$ cat config.mk
export PLATFORM = sky130hd
export DESIGN_NAME = cache_controller
export DESIGN_NICKNAME = d
export VERILOG_FILES = /design/src/rtl/cache_controller.sv
export SDC_FILE = /design/constraint.sdc
export NUM_CORES = 1
export LEC_CHECK = 0
export ABC_AREA = 1
export CAP_MARGIN = 20
export CORE_AREA = 4 4 148 150
export CTS_CLUSTER_SIZE = 16
export DETAILED_ROUTE_END_ITERATION = 10
export DIE_AREA = 0 0 152 154
export PLACE_DENSITY = 0.82
export RECOVER_POWER = 25
export SYNTH_ARGS = -nofsm -noshare
export SYNTH_HDL_FRONTEND = slang
export SYNTH_SLANG_ARGS = --single-unit
$ cat constraint.sdc
create_clock -name i_clk -period 2.25 [get_ports i_clk]
set_clock_uncertainty 0.2 [all_clocks]
set_input_delay 0.45 -clock i_clk [delete_from_list [all_inputs] [get_ports i_clk]]
set_output_delay 0.45 -clock i_clk [all_outputs]
set_load 0.05 [all_outputs]
$ cat src/rtl/cache_controller.sv
// rtl/cache_controller.sv - MEM-stage sequencer between the 2-way data cache and the SRAM controller
// Read-allocate, write-through, write-no-allocate; stalls via o_ready while SRAM is busy.
module cache_controller #(
    parameter int unsigned ADDR_BASE = 1024,
    parameter int unsigned CADDR_W   = 19,
    parameter int unsigned CNT_W     = 16
) (
    input  logic               i_clk,
    input  logic               i_rst_n,
    input  logic               i_mem_r_en,
    input  logic               i_mem_w_en,
    input  logic [31:0]        i_cpu_addr,
    input  logic [31:0]        i_cpu_wdata,
    output logic [31:0]        o_cpu_rdata,
    output logic               o_ready,
    output logic [CADDR_W-1:0] o_cache_addr,
    output logic [63:0]        o_cache_wdata,
    output logic               o_cache_r_en,
    output logic               o_cache_w_en,
    output logic               o_cache_inv,
    input  logic [31:0]        i_cache_rdata,
    input  logic               i_cache_hit,
    output logic [31:0]        o_sram_addr,
    output logic [31:0]        o_sram_wdata,
    output logic               o_sram_r_en,
    output logic               o_sram_w_en,
    input  logic [63:0]        i_sram_rdata,
    input  logic               i_sram_ready,
    output logic [CNT_W-1:0]   o_hit_cnt,
    output logic [CNT_W-1:0]   o_miss_cnt
);

    localparam logic [31:0] LP_BASE = 32'(ADDR_BASE);

    typedef enum logic [1:0] {
        S_IDLE    = 2'd0,
        S_RD_MISS = 2'd1,
        S_WR_THRU = 2'd2
    } state_t;

    state_t             r_state;
    state_t             w_next_state;
    logic [31:0]        r_addr;
    logic [31:0]        r_wdata;
    logic [CNT_W-1:0]   r_hit_cnt;
    logic [CNT_W-1:0]   r_miss_cnt;

    logic [31:0]        w_addr_off;
    logic [31:0]        w_addr_cur;
    logic               w_latch;
    logic               w_hit_inc;
    logic               w_miss_inc;

    assign w_addr_off = i_cpu_addr - LP_BASE;

    // Once a request is accepted, the cache and SRAM see only the latched copy.
    assign w_addr_cur    = (r_state == S_IDLE) ? w_addr_off : r_addr;
    assign o_cache_addr  = w_addr_cur[CADDR_W-1:0];
    assign o_sram_addr   = w_addr_cur;
    assign o_sram_wdata  = r_wdata;
    assign o_cache_wdata = i_sram_rdata;
    assign o_hit_cnt     = r_hit_cnt;
    assign o_miss_cnt    = r_miss_cnt;

    always_ff @(posedge i_clk or negedge i_rst_n) begin
        if (!i_rst_n) begin
            r_state    <= S_IDLE;
            r_addr     <= '0;
            r_wdata    <= '0;
            r_hit_cnt  <= '0;
            r_miss_cnt <= '0;
        end else begin
            r_state <= w_next_state;
            if (w_latch) begin
                r_addr  <= w_addr_off;
                r_wdata <= i_cpu_wdata;
            end
            if (w_hit_inc && !(&r_hit_cnt)) begin
                r_hit_cnt <= r_hit_cnt + 1'b1;
            end
            if (w_miss_inc && !(&r_miss_cnt)) begin
                r_miss_cnt <= r_miss_cnt + 1'b1;
            end
        end
    end

    // Reset gates the outputs too, so a CPU request held across reset cannot stall.
    always_comb begin
        w_next_state = r_state;
        w_latch      = 1'b0;
        w_hit_inc    = 1'b0;
        w_miss_inc   = 1'b0;
        o_ready      = 1'b1;
        o_cpu_rdata  = '0;
        o_cache_r_en = 1'b0;
        o_cache_w_en = 1'b0;
        o_cache_inv  = 1'b0;
        o_sram_r_en  = 1'b0;
        o_sram_w_en  = 1'b0;
        if (i_rst_n) begin
            case (r_state)
                S_IDLE: begin
                    if (i_mem_w_en) begin
                        w_latch      = 1'b1;
                        o_cache_inv  = i_cache_hit;
                        o_ready      = 1'b0;
                        w_next_state = S_WR_THRU;
                    end else if (i_mem_r_en) begin
                        if (i_cache_hit) begin
                            o_cache_r_en = 1'b1;
                            o_cpu_rdata  = i_cache_rdata;
                            w_hit_inc    = 1'b1;
                        end else begin
                            w_latch      = 1'b1;
                            w_miss_inc   = 1'b1;
                            o_ready      = 1'b0;
                            w_next_state = S_RD_MISS;
                        end
                    end
                end
                S_RD_MISS: begin
                    o_sram_r_en = 1'b1;
                    o_ready     = i_sram_ready;
                    if (i_sram_ready) begin
                        o_cache_w_en = 1'b1;
                        o_cpu_rdata  = r_addr[2] ? i_sram_rdata[63:32] : i_sram_rdata[31:0];
                        w_next_state = S_IDLE;
                    end
                end
                S_WR_THRU: begin
                    o_sram_w_en = 1'b1;
                    o_ready     = i_sram_ready;
                    if (i_sram_ready) begin
                        w_next_state = S_IDLE;
                    end
                end
                default: begin
                    w_next_state = S_IDLE;
                end
            endcase
        end
    end

endmodule

======== After elaboration in Yosys (flattened, before gate mapping) ========
Index checks and enable logic that the tools add are counted.
word-level totals
  bits of input ports ..................... 166
  bits in registers ....................... 98
operators by class
  eq/ne operators ......................... 5
  muxes and demuxes ....................... 40
  reductions and logical operators ........ 9
  add/sub/neg operators ................... 3
operators with widths
  kind                    number
  $mux 32                 7
  $pmux 32 s2             1
  $add 16x1->16 const B   2
  $reduce_and 16->1       2
  $sub 32x11->32 const B  1
  $mux 1                  26
  $mux 2                  4
  $ne 3x3->1 const B      2
  $pmux 2 s2              1
  $reduce_and 4->1        1
  $eq 2x1->1 const B      1
  $eq 2x2->1 const B      1
  $logic_and 1x1->1       2
  $logic_not 1->1         2
  $logic_not 2->1         1
  $ne 2x1->1 const B      1
  $pmux 1 s2              1
  $reduce_or 2->1         1

======== Longest topological paths before layout ========
  depth in word-level cells ............... 6
  gate-level depth with buffers ........... 12

======== Least setup slack after synthesis ========
Ideal clock, no wire load.
  path type ............................... in2out
  start ................................... in i_cpu_addr[10]
  end ..................................... out o_sram_addr[16]
  required time ........................... 1.600 ns
  arrival ................................. 2.541 ns
  path slack .............................. -0.941 ns
  path buffers ............................ 1
  stages on the path ...................... 7
  cell sequence ........................... inv_1 -> ha_1 -> nand3_1 -> xnor2_1 -> inv_1 -> o21ai_0 -> buf_4
between the ends
  word-level cells in the longest chain between the ends .. 2
ends and longest elaborated chain
  element          RTL line  text
  start, declared  12        input logic [31:0] i_cpu_addr,
  $sub 32x11->32   54        assign w_addr_off = i_cpu_addr - LP_BASE;
  $mux 32          57        assign w_addr_cur = (r_state == S_IDLE) ? w_addr_off : r_addr;
  end, declared    23        output logic [31:0] o_sram_addr,
Every way passes these cells.

======== Worst setup path after layout ========
  start ................................... reg r_state[1]
  end ..................................... out o_cpu_rdata[21]
between the ends
  word-level cells in the longest chain between the ends .. 3
  elaborated cells on any way between the ends .. 4
  classes of those cells .................. eq/ne (1); mux (2); reduce/logical (1)
ends and longest elaborated chain
  element                                        RTL line  text
  start, declared                                41        state_t r_state;
  start signal, assigned                         73        r_state <= w_next_state;
  $eq 2x1->1 or $logic_not 2->1 (tied branches)  101       case (r_state)
  $pmux 32 s2 (*)                                101
  $mux 32 (*)                                    100       if (i_rst_n) begin
  end, declared                                  14        output logic [31:0] o_cpu_rdata,
Every way passes the cells marked *; elsewhere a longest branch is shown, timed or not.

==> metrics.txt <==
status finished, violations left; violated checks setup timing; commonest non-fill, non-tap cell in the layout nand2_1; root buf cell clkbuf_16; Clk Latency, worst-skew pair 0.35 ns; Area after DPL between 10,000 and 15,000 um^2; total track usage 0.267; register area share after synthesis 0.359; CTS sink count a little under 100; share of post-route cells with drive strength above 1 0.414; leakage power about 6.8 nW; Post-Synth Adder-Cell Area 0.0128; number of vias per cell approximately 5; Max IR drop VDD a little under 1 mV; initial antenna violation count 3; Critical Path End Type primary output; compound-gate portion of the synthesized area 0.0845; remaining antenna violation count 0; Synth cell types 27; # DRC 0; dpl hpwl roughly 24,000 um; Post-Syn Nets between 1,000 and 1,500; Vias around 8,600; most frequent cells in the layout nand2_1, clkdlybuf4s50_1, buf_12, buf_4, dfrtp_1; fmax roughly 380 MHz; first-pass GRT wire length roughly 50,000 um; dpl cells around 1,700; largest family of logic cells by synthesized area simple AND/OR/NAND/NOR gates; mapped cell area about 6800 um^2; Filler Cell Count approximately 1,400; Slew Viols, Final 0; IO Count roughly 380; Pre-antenna DRT Iters 6; vias in the first global route about 8,600; routed wire length ~34,000 um; H-tree levels 3; Hold Path Class flip-flop to flip-flop; IO buf count 382; asr flop ratio synth 1.00; Synth Instances between 1,000 and 1,500; post-synthesis xor/xnor area fraction 0.0488; CP most frequent cell buf_12; area of the multi-input gates 4860 um^2; Die X 152 um; Yosys warnings 0; Avg Cell Area, Syn 6.71 um^2; TNS Setup -16.86 ns; Worst path max stage delay about 0.4 ns; Post-synth EDFFs 0; post-place setup slack -0.555 ns; Worst path slowest cell dfrtp_1; Max clock buf depth 2; CTS tree yes; row cnt between 50 and 60; maxcap violations 0; WP data required 1.60 ns; delay-heaviest family, CP buffers and inverters; Post-layout nets 1,594; Initial Util 0.330; Hold WS ~0.27 ns; CP Max Fanout 6; Top FF cell, synth dfrtp_1; Hold Vio Cnt, Final 0; Layout Cells excl Fill between 1,500 and 2,000; post-layout min period roughly 2.6 ns; Die Y 154 um; Setup violations, final between 80 and 90; Power per Cell Area between 1000 and 1500 nW/um^2; Detailed Route Iter0 Violations roughly 450; post-route worst setup slack -0.359 ns; critical setup path kind flip-flop to primary output; reg2reg setup slack approximately 0.060 ns; GR Overflow Total 0; WP buf/inv 4; Num CTS Buffers 9; GPL Wtd Cong ~0.95; Die ar. roughly 23,000 um^2; wire per inst around 20 um; RSZ-0062 raised after global routing true; core area around 21,000 um^2; period utilisation layout 1.16; Layout Cell Area excl Fill 14,800 um^2; simple-gate portion of the synthesized area 0.343; post-synthesis sequential element count 98; register area about 2500 um^2; Layout area overhead 117%; Relative slew margins 0.160; crit path DAT 1.96 ns; mux cell area share after synthesis 0; Tightest Pin Transition ~1.3 ns; Clock Pin Slew Worst Setup and Hold Paths ~0.08 ns; largest net degree at the start of global routing 56; startpoint types flip-flop; Cell Chain, Critical Path inv_2 > buf_4 > ha_4 > nand2_8 > buf_12 > nor2_2 > o21ai_2 > a21oi_4 > buf_12
timing repair:
| item | CTS | global route |
|---|---|---|
| hold buffers | 1 | 0 |
| buffers inserted | 14 | 9 |
| pin swaps | 64 | 55 |
| endpoints found under the hold margin | 4 | 0 |
| gates cloned | 8 | 5 |
| gates resized for setup | 232 | 115 |
| endpoints found under the setup margin | 97 | 105 |
area by class of cell:
cell class | instances | share of cell area
antenna | 3 | 0.000507
clock buffer | 9 | 0.0152
inverter | 54 | 0.0153
timing repair buffer | 515 | 0.446
sequential | 98 | 0.166
tap | 275 | 0.0232
clock inverter | 7 | 0.00516
multi-input combinational | 743 | 0.329
final timing paths:
path | start | to | depth (start not counted)
hold reg to reg | o_sram_wdata[28] | o_sram_wdata[28] | 2
min in group asynchronous | i_rst_n | r_addr[3] | 2
hold / removal | o_sram_wdata[28] | o_sram_wdata[28] | 2
setup reg to reg | r_state[0] | o_hit_cnt[2] | 14
setup / recovery | r_state[1] | o_cpu_rdata[21] | 9
max in group asynchronous | i_rst_n | o_miss_cnt[11] | 2
state kept, by name, summed over array words and instances (netlist names):
| signal | cells |
|---|---|
| r_addr | 32 |
| o_miss_cnt | 16 |
| o_hit_cnt | 16 |
| o_sram_wdata | 32 |
| r_state | 2 |
stage by stage:
step / power [W] / util
after global routing: 0.0185 / 0.715
after floorplan: 0.00964 / -
after global placement: 0.0144 / 0.637
final: 0.0178 / 0.715
after detailed placement: 0.0146 / 0.637
after CTS: 0.0174 / 0.695
report_power, final:
group	internal [W]	total, W	switching [W]
clock network	0.000793	0.00159	0.000800
logic	0.00564	0.0134	0.00780
registers	0.00237	0.00280	0.000430
total	0.00880	0.0178	0.00903
tightest hold or removal path, cell delays in order, from the launching register on:
cell and delay [ns]:
dfrtp_1 0.35, nand2_1 0.05, nand2_1 0.05
per-layer routing:
metal,vias to the layer above,global-route usage,share of wire
met4,0,0.130,0.057
met1,4137,0.296,0.35
met5,-,0,0
met3,107,0.0456,0.063
met2,462,0.495,0.53
li1,3890,-,-
kinds of logic after synthesis:
kind of cell	after synthesis
AO/OA/AOI/OAI	113
XOR/XNOR	38
AND/OR/NAND/NOR	585
adder cells (fa/ha/maj)	7
flip-flops	98
buffers and inverters	177
synth_stat cells (all sizes together) (7+ instances only):
cell / instances / area share
nand2: 411 / 0.23
nor2: 135 / 0.078
buf: 102 / 0.11
dfrtp: 98 / 0.36
o21ai: 77 / 0.058
inv: 54 / 0.030
a21oi: 36 / 0.026
nand3: 24 / 0.019
xor2: 22 / 0.028
clkbuf: 21 / 0.012
xnor2: 16 / 0.021
ha: 7 / 0.013
Note: power is estimated with default switching activity, not from simulation.
